## config.mk

```make
export PLATFORM = sky130hd
export DESIGN_NAME = rapid_if_stage
export DESIGN_NICKNAME = d
export VERILOG_FILES = /design/src/rtl/rapid_if_stage.sv
export SDC_FILE = /design/constraint.sdc
export NUM_CORES = 1
export LEC_CHECK = 0
export ABC_AREA = 1
export BUFFER_PORTS_ARGS = -buffer_cell sky130_fd_sc_hd__buf_4
export CAP_MARGIN = 25
export CORE_AREA = 4 4 119 121
export DETAILED_ROUTE_END_ITERATION = 12
export DIE_AREA = 0 0 123 125
export PLACE_DENSITY = 0.79
export RECOVER_POWER = 25
export SETUP_SLACK_MARGIN = 0.3
export SLEW_MARGIN = 20
export SYNTH_ARGS = -nofsm -noshare
export SYNTH_HDL_FRONTEND = slang
export SYNTH_SLANG_ARGS = --single-unit
```

## constraint.sdc

```tcl
create_clock -name clk -period 2.4 [get_ports clk]
set_input_delay 0.24 -clock clk [delete_from_list [all_inputs] [get_ports clk]]
set_output_delay 0.24 -clock clk [all_outputs]
set_load 0.05 [all_outputs]
```

## src/rtl/rapid_if_stage.sv

```systemverilog
// rapid_if_stage: instruction-fetch stage of the rapid pipeline.
// Owns the program counter, issues single-word reads to the instruction
// cache and hands each fetched instruction plus its PC to decode over a
// valid/ready handshake. Accepts branch redirects from execute and a sticky
// halt request.
//
// Ports:
//   clk            pipeline clock, rising edge
//   reset          synchronous active-high reset
//   icache_req     read request, high exactly while in WAIT
//   icache_addr    fetch address (current PC, word aligned)
//   icache_op      WORD (3) while requesting, CACHE_NOP (0) otherwise
//   icache_ack     cache returns data this cycle
//   icache_rdata   instruction word, valid with icache_ack
//   de_valid       instruction available to decode
//   de_instr       instruction word, held while de_valid
//   de_pc          PC of de_instr
//   de_ready       decode accepts
//   redirect_valid one-cycle redirect strobe from execute
//   redirect_pc    redirect target (low 2 bits dropped on capture)
//   halt_req       stop fetching after the in-flight instruction
//   halted         high while in HALT
module rapid_if_stage #(
    parameter int                ADDR_W       = 32,
    parameter logic [ADDR_W-1:0] RESET_VECTOR = {ADDR_W{1'b0}},
    parameter int                WORD_WIDTH   = 4
) (
    input  logic              clk,
    input  logic              reset,
    output logic              icache_req,
    output logic [ADDR_W-1:0] icache_addr,
    output logic [1:0]        icache_op,
    input  logic              icache_ack,
    input  logic [31:0]       icache_rdata,
    output logic              de_valid,
    output logic [31:0]       de_instr,
    output logic [ADDR_W-1:0] de_pc,
    input  logic              de_ready,
    input  logic              redirect_valid,
    input  logic [ADDR_W-1:0] redirect_pc,
    input  logic              halt_req,
    output logic              halted
);

    localparam logic [1:0] ST_FETCH = 2'd0;
    localparam logic [1:0] ST_WAIT  = 2'd1;
    localparam logic [1:0] ST_NEXT  = 2'd2;
    localparam logic [1:0] ST_HALT  = 2'd3;

    localparam logic [1:0] OP_CACHE_NOP = 2'd0;
    localparam logic [1:0] OP_WORD      = 2'd3;

    localparam logic [ADDR_W-1:0] PC_STEP = ADDR_W'(WORD_WIDTH);

    // Clear the byte-offset bits so every fetch address is word aligned.
    function automatic logic [ADDR_W-1:0] word_align(input logic [ADDR_W-1:0] a);
        return {a[ADDR_W-1:2], 2'b00};
    endfunction

    logic [1:0]        state_r,     state_s;
    logic [ADDR_W-1:0] pc_r,        pc_s;
    logic [ADDR_W-1:0] target_r,    target_s;
    logic              squash_r,    squash_s;
    logic              halt_pend_r, halt_pend_s;
    logic              de_valid_r,  de_valid_s;
    logic [31:0]       de_instr_r,  de_instr_s;
    logic [ADDR_W-1:0] de_pc_r,     de_pc_s;
    logic              req_r;
    logic [1:0]        op_r;
    logic              halted_r;

    // Next-state and datapath decisions for the fetch state machine.
    always_comb begin
        state_s     = state_r;
        pc_s        = pc_r;
        target_s    = target_r;
        squash_s    = squash_r;
        halt_pend_s = halt_pend_r | halt_req;
        de_valid_s  = de_valid_r;
        de_instr_s  = de_instr_r;
        de_pc_s     = de_pc_r;

        case (state_r)
            ST_FETCH: begin
                if (redirect_valid) begin
                    pc_s = word_align(redirect_pc);
                end else begin
                    pc_s = pc_r;
                end
                if (halt_pend_r || halt_req) begin
                    state_s = ST_HALT;
                end else begin
                    state_s = ST_WAIT;
                end
            end

            ST_WAIT: begin
                // PC must stay on icache_addr until the ack, so a redirect is
                // parked in target_r and the returning data is dropped.
                if (redirect_valid) begin
                    target_s = word_align(redirect_pc);
                    squash_s = 1'b1;
                end else begin
                    target_s = target_r;
                end
                if (icache_ack) begin
                    if (squash_r || redirect_valid) begin
                        squash_s = 1'b0;
                        // A redirect arriving with the ack is the newest target.
                        if (redirect_valid) begin
                            pc_s = word_align(redirect_pc);
                        end else begin
                            pc_s = target_r;
                        end
                        state_s = ST_FETCH;
                    end else begin
                        de_instr_s = icache_rdata;
                        de_pc_s    = pc_r;
                        de_valid_s = 1'b1;
                        state_s    = ST_NEXT;
                    end
                end else begin
                    state_s = ST_WAIT;
                end
            end

            ST_NEXT: begin
                // Redirect beats the sequential increment even on a handshake.
                if (redirect_valid) begin
                    pc_s       = word_align(redirect_pc);
                    de_valid_s = 1'b0;
                    state_s    = ST_FETCH;
                end else if (de_ready) begin
                    pc_s       = pc_r + PC_STEP;
                    de_valid_s = 1'b0;
                    state_s    = ST_FETCH;
                end else begin
                    state_s = ST_NEXT;
                end
            end

            ST_HALT: begin
                state_s = ST_HALT;
            end

            default: begin
                state_s = ST_FETCH;
            end
        endcase
    end

    // State, PC and decode-side registers; outputs are registered from the next state.
    always_ff @(posedge clk) begin
        if (reset) begin
            state_r     <= ST_FETCH;
            pc_r        <= word_align(RESET_VECTOR);
            target_r    <= {ADDR_W{1'b0}};
            squash_r    <= 1'b0;
            halt_pend_r <= 1'b0;
            de_valid_r  <= 1'b0;
            de_instr_r  <= 32'd0;
            de_pc_r     <= {ADDR_W{1'b0}};
            req_r       <= 1'b0;
            op_r        <= OP_CACHE_NOP;
            halted_r    <= 1'b0;
        end else begin
            state_r     <= state_s;
            pc_r        <= pc_s;
            target_r    <= target_s;
            squash_r    <= squash_s;
            halt_pend_r <= halt_pend_s;
            de_valid_r  <= de_valid_s;
            de_instr_r  <= de_instr_s;
            de_pc_r     <= de_pc_s;
            req_r       <= (state_s == ST_WAIT);
            op_r        <= (state_s == ST_WAIT) ? OP_WORD : OP_CACHE_NOP;
            halted_r    <= (state_s == ST_HALT);
        end
    end

    assign icache_req  = req_r;
    assign icache_addr = pc_r;
    assign icache_op   = op_r;
    assign de_valid    = de_valid_r;
    assign de_instr    = de_instr_r;
    assign de_pc       = de_pc_r;
    assign halted      = halted_r;

endmodule

```

==> metrics <==
commonest cells in the netlist=nand2_1 (328), a21oi_1 (169), dfxtp_1 (135); nets=1,246; Worst VDD drop=between 0.0005 and 0.0006 V; Setup TNS=0 ns; Slew @ Worst Pin=1.62 ns; layout cell share with drive strength beyond 1=16.6%; WHS Path Cells=3; RePlAce Congestion=0.871; Yosys top cell area share=39.0%; Die Y=125 um; CP Launch Point=state_r[1]$_SDFF_PP0_; largest area contributor in the netlist=dfxtp_1; die area=approximately 15,000 sq um; DRC violations left=0; H-tree depth=4; Initial Util=between 50 and 60%; Clock Sinks=135; worst path required time=2.70 ns; internal power=5080 uW; Leak Pwr=0.00348 uW; Inserted Diodes=0; syn_nets=1,107; register area share after synthesis=39.0%; IO buf count=roughly 170; FF-to-FF End=icache_addr[9]$_SDFFE_PP0P_; Root Buffer=clkbuf_16; gr ovfl total=0; GRT Total Usage=26.6%; uppermost layer routed=met4; failing checks=capacitance limit, slew limit; synth warn=0; largest net degree at the start of global routing=65; synthesis-to-layout area growth=25.7%; vias in the first global route=around 6,800; CP Launch Type=register; post-synth cell types=37; Arr. time, crit path=2.26 ns; RSZ-0062 raised after global routing=false; HP Start=halt_req; Non-Filler Instances=roughly 1,400; Placeable Area=13,100 sq um; first-pass GRT wire length=33,400 um; crit end category=register; period utilization=81.6%; WL met1=9150 um; PnR worst setup slack=0.441 ns; Via density=5.48; status=finished, violations left; Wirelength per Cell=15.2 um; CTS tree=done; synthesized area=6920 sq um; worst reg2reg setup slack=0.44 ns; clock power share=a little under a third; Rows=42; FF-to-FF Start=state_r[1]$_SDFF_PP0_; Cell Pwr Density=approximately 960 nW/um^2; Num CTS Buffers=17; WHS Endpoint=halt_pend_r$_SDFF_PP0_; Hold-fix buffers, CTS=0; placed cells=1,324; sw frac=39.0%; Initial DRC Count=686; first-pass detailed-route iteration total=8; Vias=7,432; I/O pin total=171; Min Clock Period, post-route=1.96 ns; number of fill cells in the layout=1,196; Setup Skew=~0.0057 ns; Crit Path Category=register to register; Detail Route Antenna Nets=0; Die X=123 um; WL met3=1810 um; worst-path fanout max=11; worst relative slew slack=-8.21%; initial antenna violation count=0; flops & latches, synth=between 100 and 150; overall power=8320 uW; DR WL met2=9290 um; post-DP HPWL=between 10,000 and 15,000 um; total of max-cap violations=1; Synth Instances=1,031; Clock Latency Late Sink=0.42 ns; # setup viols final=0; final WL=around 21,000 um; Clock transition at path regs=0.06 ns; top cells by area, synth=dfxtp_1 (39%), nand2_1 (18%), a21oi_1 (12%); worst slack, placed=0.324 ns; Reg power frac=34.4%; EDFF count, synth=0; fmax=510 MHz; Final Hold Viols=0; Syn Area/Cell=6.72 sq um; ys flop type=dfxtp_1; CTS Buffer Depth=2; P_sw=3240 uW; Comb power frac=33.7%; count leader, synth=nand2_1; share of flip-flops with an asynchronous set or reset=0%; final max-slew violation count=31; FF-to-FF path depth=10; Hold Crit Class=input port to register
-- timing repair --
item,CTS,global route
gates resized for setup,0,8
setup endpoints to repair,0,95
buffers inserted,0,2
-- how the worst max path moves through the flow --
stage,slack (ns),end
2_1_floorplan,0.42,icache_addr[22]$_SDFFE_PP0P_
3_3_place_gp,0.35,icache_addr[6]$_SDFFE_PP0P_
3_5_place_dp,0.32,icache_addr[6]$_SDFFE_PP0P_
4_1_cts,0.30,icache_addr[6]$_SDFFE_PP0P_
5_1_grt,0.19,target_r[3]$_SDFFE_PP0P_
6_report,0.44,icache_addr[9]$_SDFFE_PP0P_
-- worst max-delay path: stages (launching register included) --
cell and delay, ns:
dfxtp_1 0.33, inv_1 0.10, ha_2 0.24, inv_2 0.14
nor3_4 0.23, inv_1 0.13, nand3_4 0.13, buf_4 0.17
clkinvlp_4 0.15, o21ai_0 0.17, a21oi_1 0.05
-- routing by layer --
layer,GRT usage [%],up-vias
li1,-,3664
met1,37.2,3399
met2,40.1,334
met3,6.82,35
met4,8.60,0
met5,0,-
-- area by class of cell --
type / count / area, sq um / share of cell area (%)
timing repair inverter: 1 / 7.51 / 0.0863
sequential: 135 / 2700 / 31.1
clock inverter: 8 / 123 / 1.41
inverter: 67 / 255 / 2.93
multi-input combinational: 760 / 3670 / 42.2
tap: 176 / 220 / 2.53
clock buffer: 22 / 474 / 5.45
timing repair buffer: 188 / 1250 / 14.3
-- cells in the final DEF, fill, tap and decap left out, types with 7 or more instances in the layout --
| master | Yosys | routed |
|---|---|---|
| nand2_1 | 328 | 327 |
| a21oi_1 | 169 | 168 |
| dfxtp_1 | 135 | 135 |
| buf_4 | 8 | 123 |
| nand3_1 | 110 | 110 |
| inv_1 | 66 | 65 |
| clkbuf_1 | 37 | 61 |
| nor2_1 | 53 | 53 |
| o21ai_0 | 21 | 21 |
| clkbuf_16 | 0 | 17 |
| a21oi_2 | 8 | 9 |
| a221oi_1 | 9 | 9 |
| nor2_4 | 7 | 8 |
| a22oi_1 | 7 | 7 |
-- power groups by stage --
stage / clock [uW] / sequential, uW / combinational (uW)
after floorplan: 0 / 3430 / 1350
after global placement: 0 / 2890 / 2720
after detailed placement: 0 / 2890 / 2750
after CTS: 2680 / 2850 / 2770
after global routing: 2790 / 2900 / 3030
final: 2650 / 2870 / 2800
-- registers in the layout (all words and copies together), names as in the netlist --
signal,cells
de_instr,32
de_pc,32
de_valid,1
halt_pend_r,1
halted,1
icache_addr,32
icache_op,1
squash_r,1
state_r,2
target_r,32
-- kinds of logic (layout without fill, tap and decap cells) --
| family | Yosys count | after routing | share of synthesized area [%] |
|---|---|---|---|
| simple gates | 526 | 526 | 33.4 |
| compound gates | 225 | 225 | 17.8 |
| buf+inv | 136 | 286 | 8.33 |
| flops | 135 | 135 | 39.0 |
| fa+ha+maj | 6 | 6 | 1.08 |
| xor+xnor | 3 | 3 | 0.380 |
-- per-stage QoR --
stage	instance area, sq um	utilization, %	hold WS, ns
2_1_floorplan	6920	-	0.370
3_3_place_gp	8270	63.2	0.436
3_5_place_dp	8270	63.2	0.437
4_1_cts	8870	67.8	0.0485
5_1_grt	8700	66.5	0.0745
6_report	8700	66.5	0.0524
No activity file was read; power rests on OpenSTA's default activity.
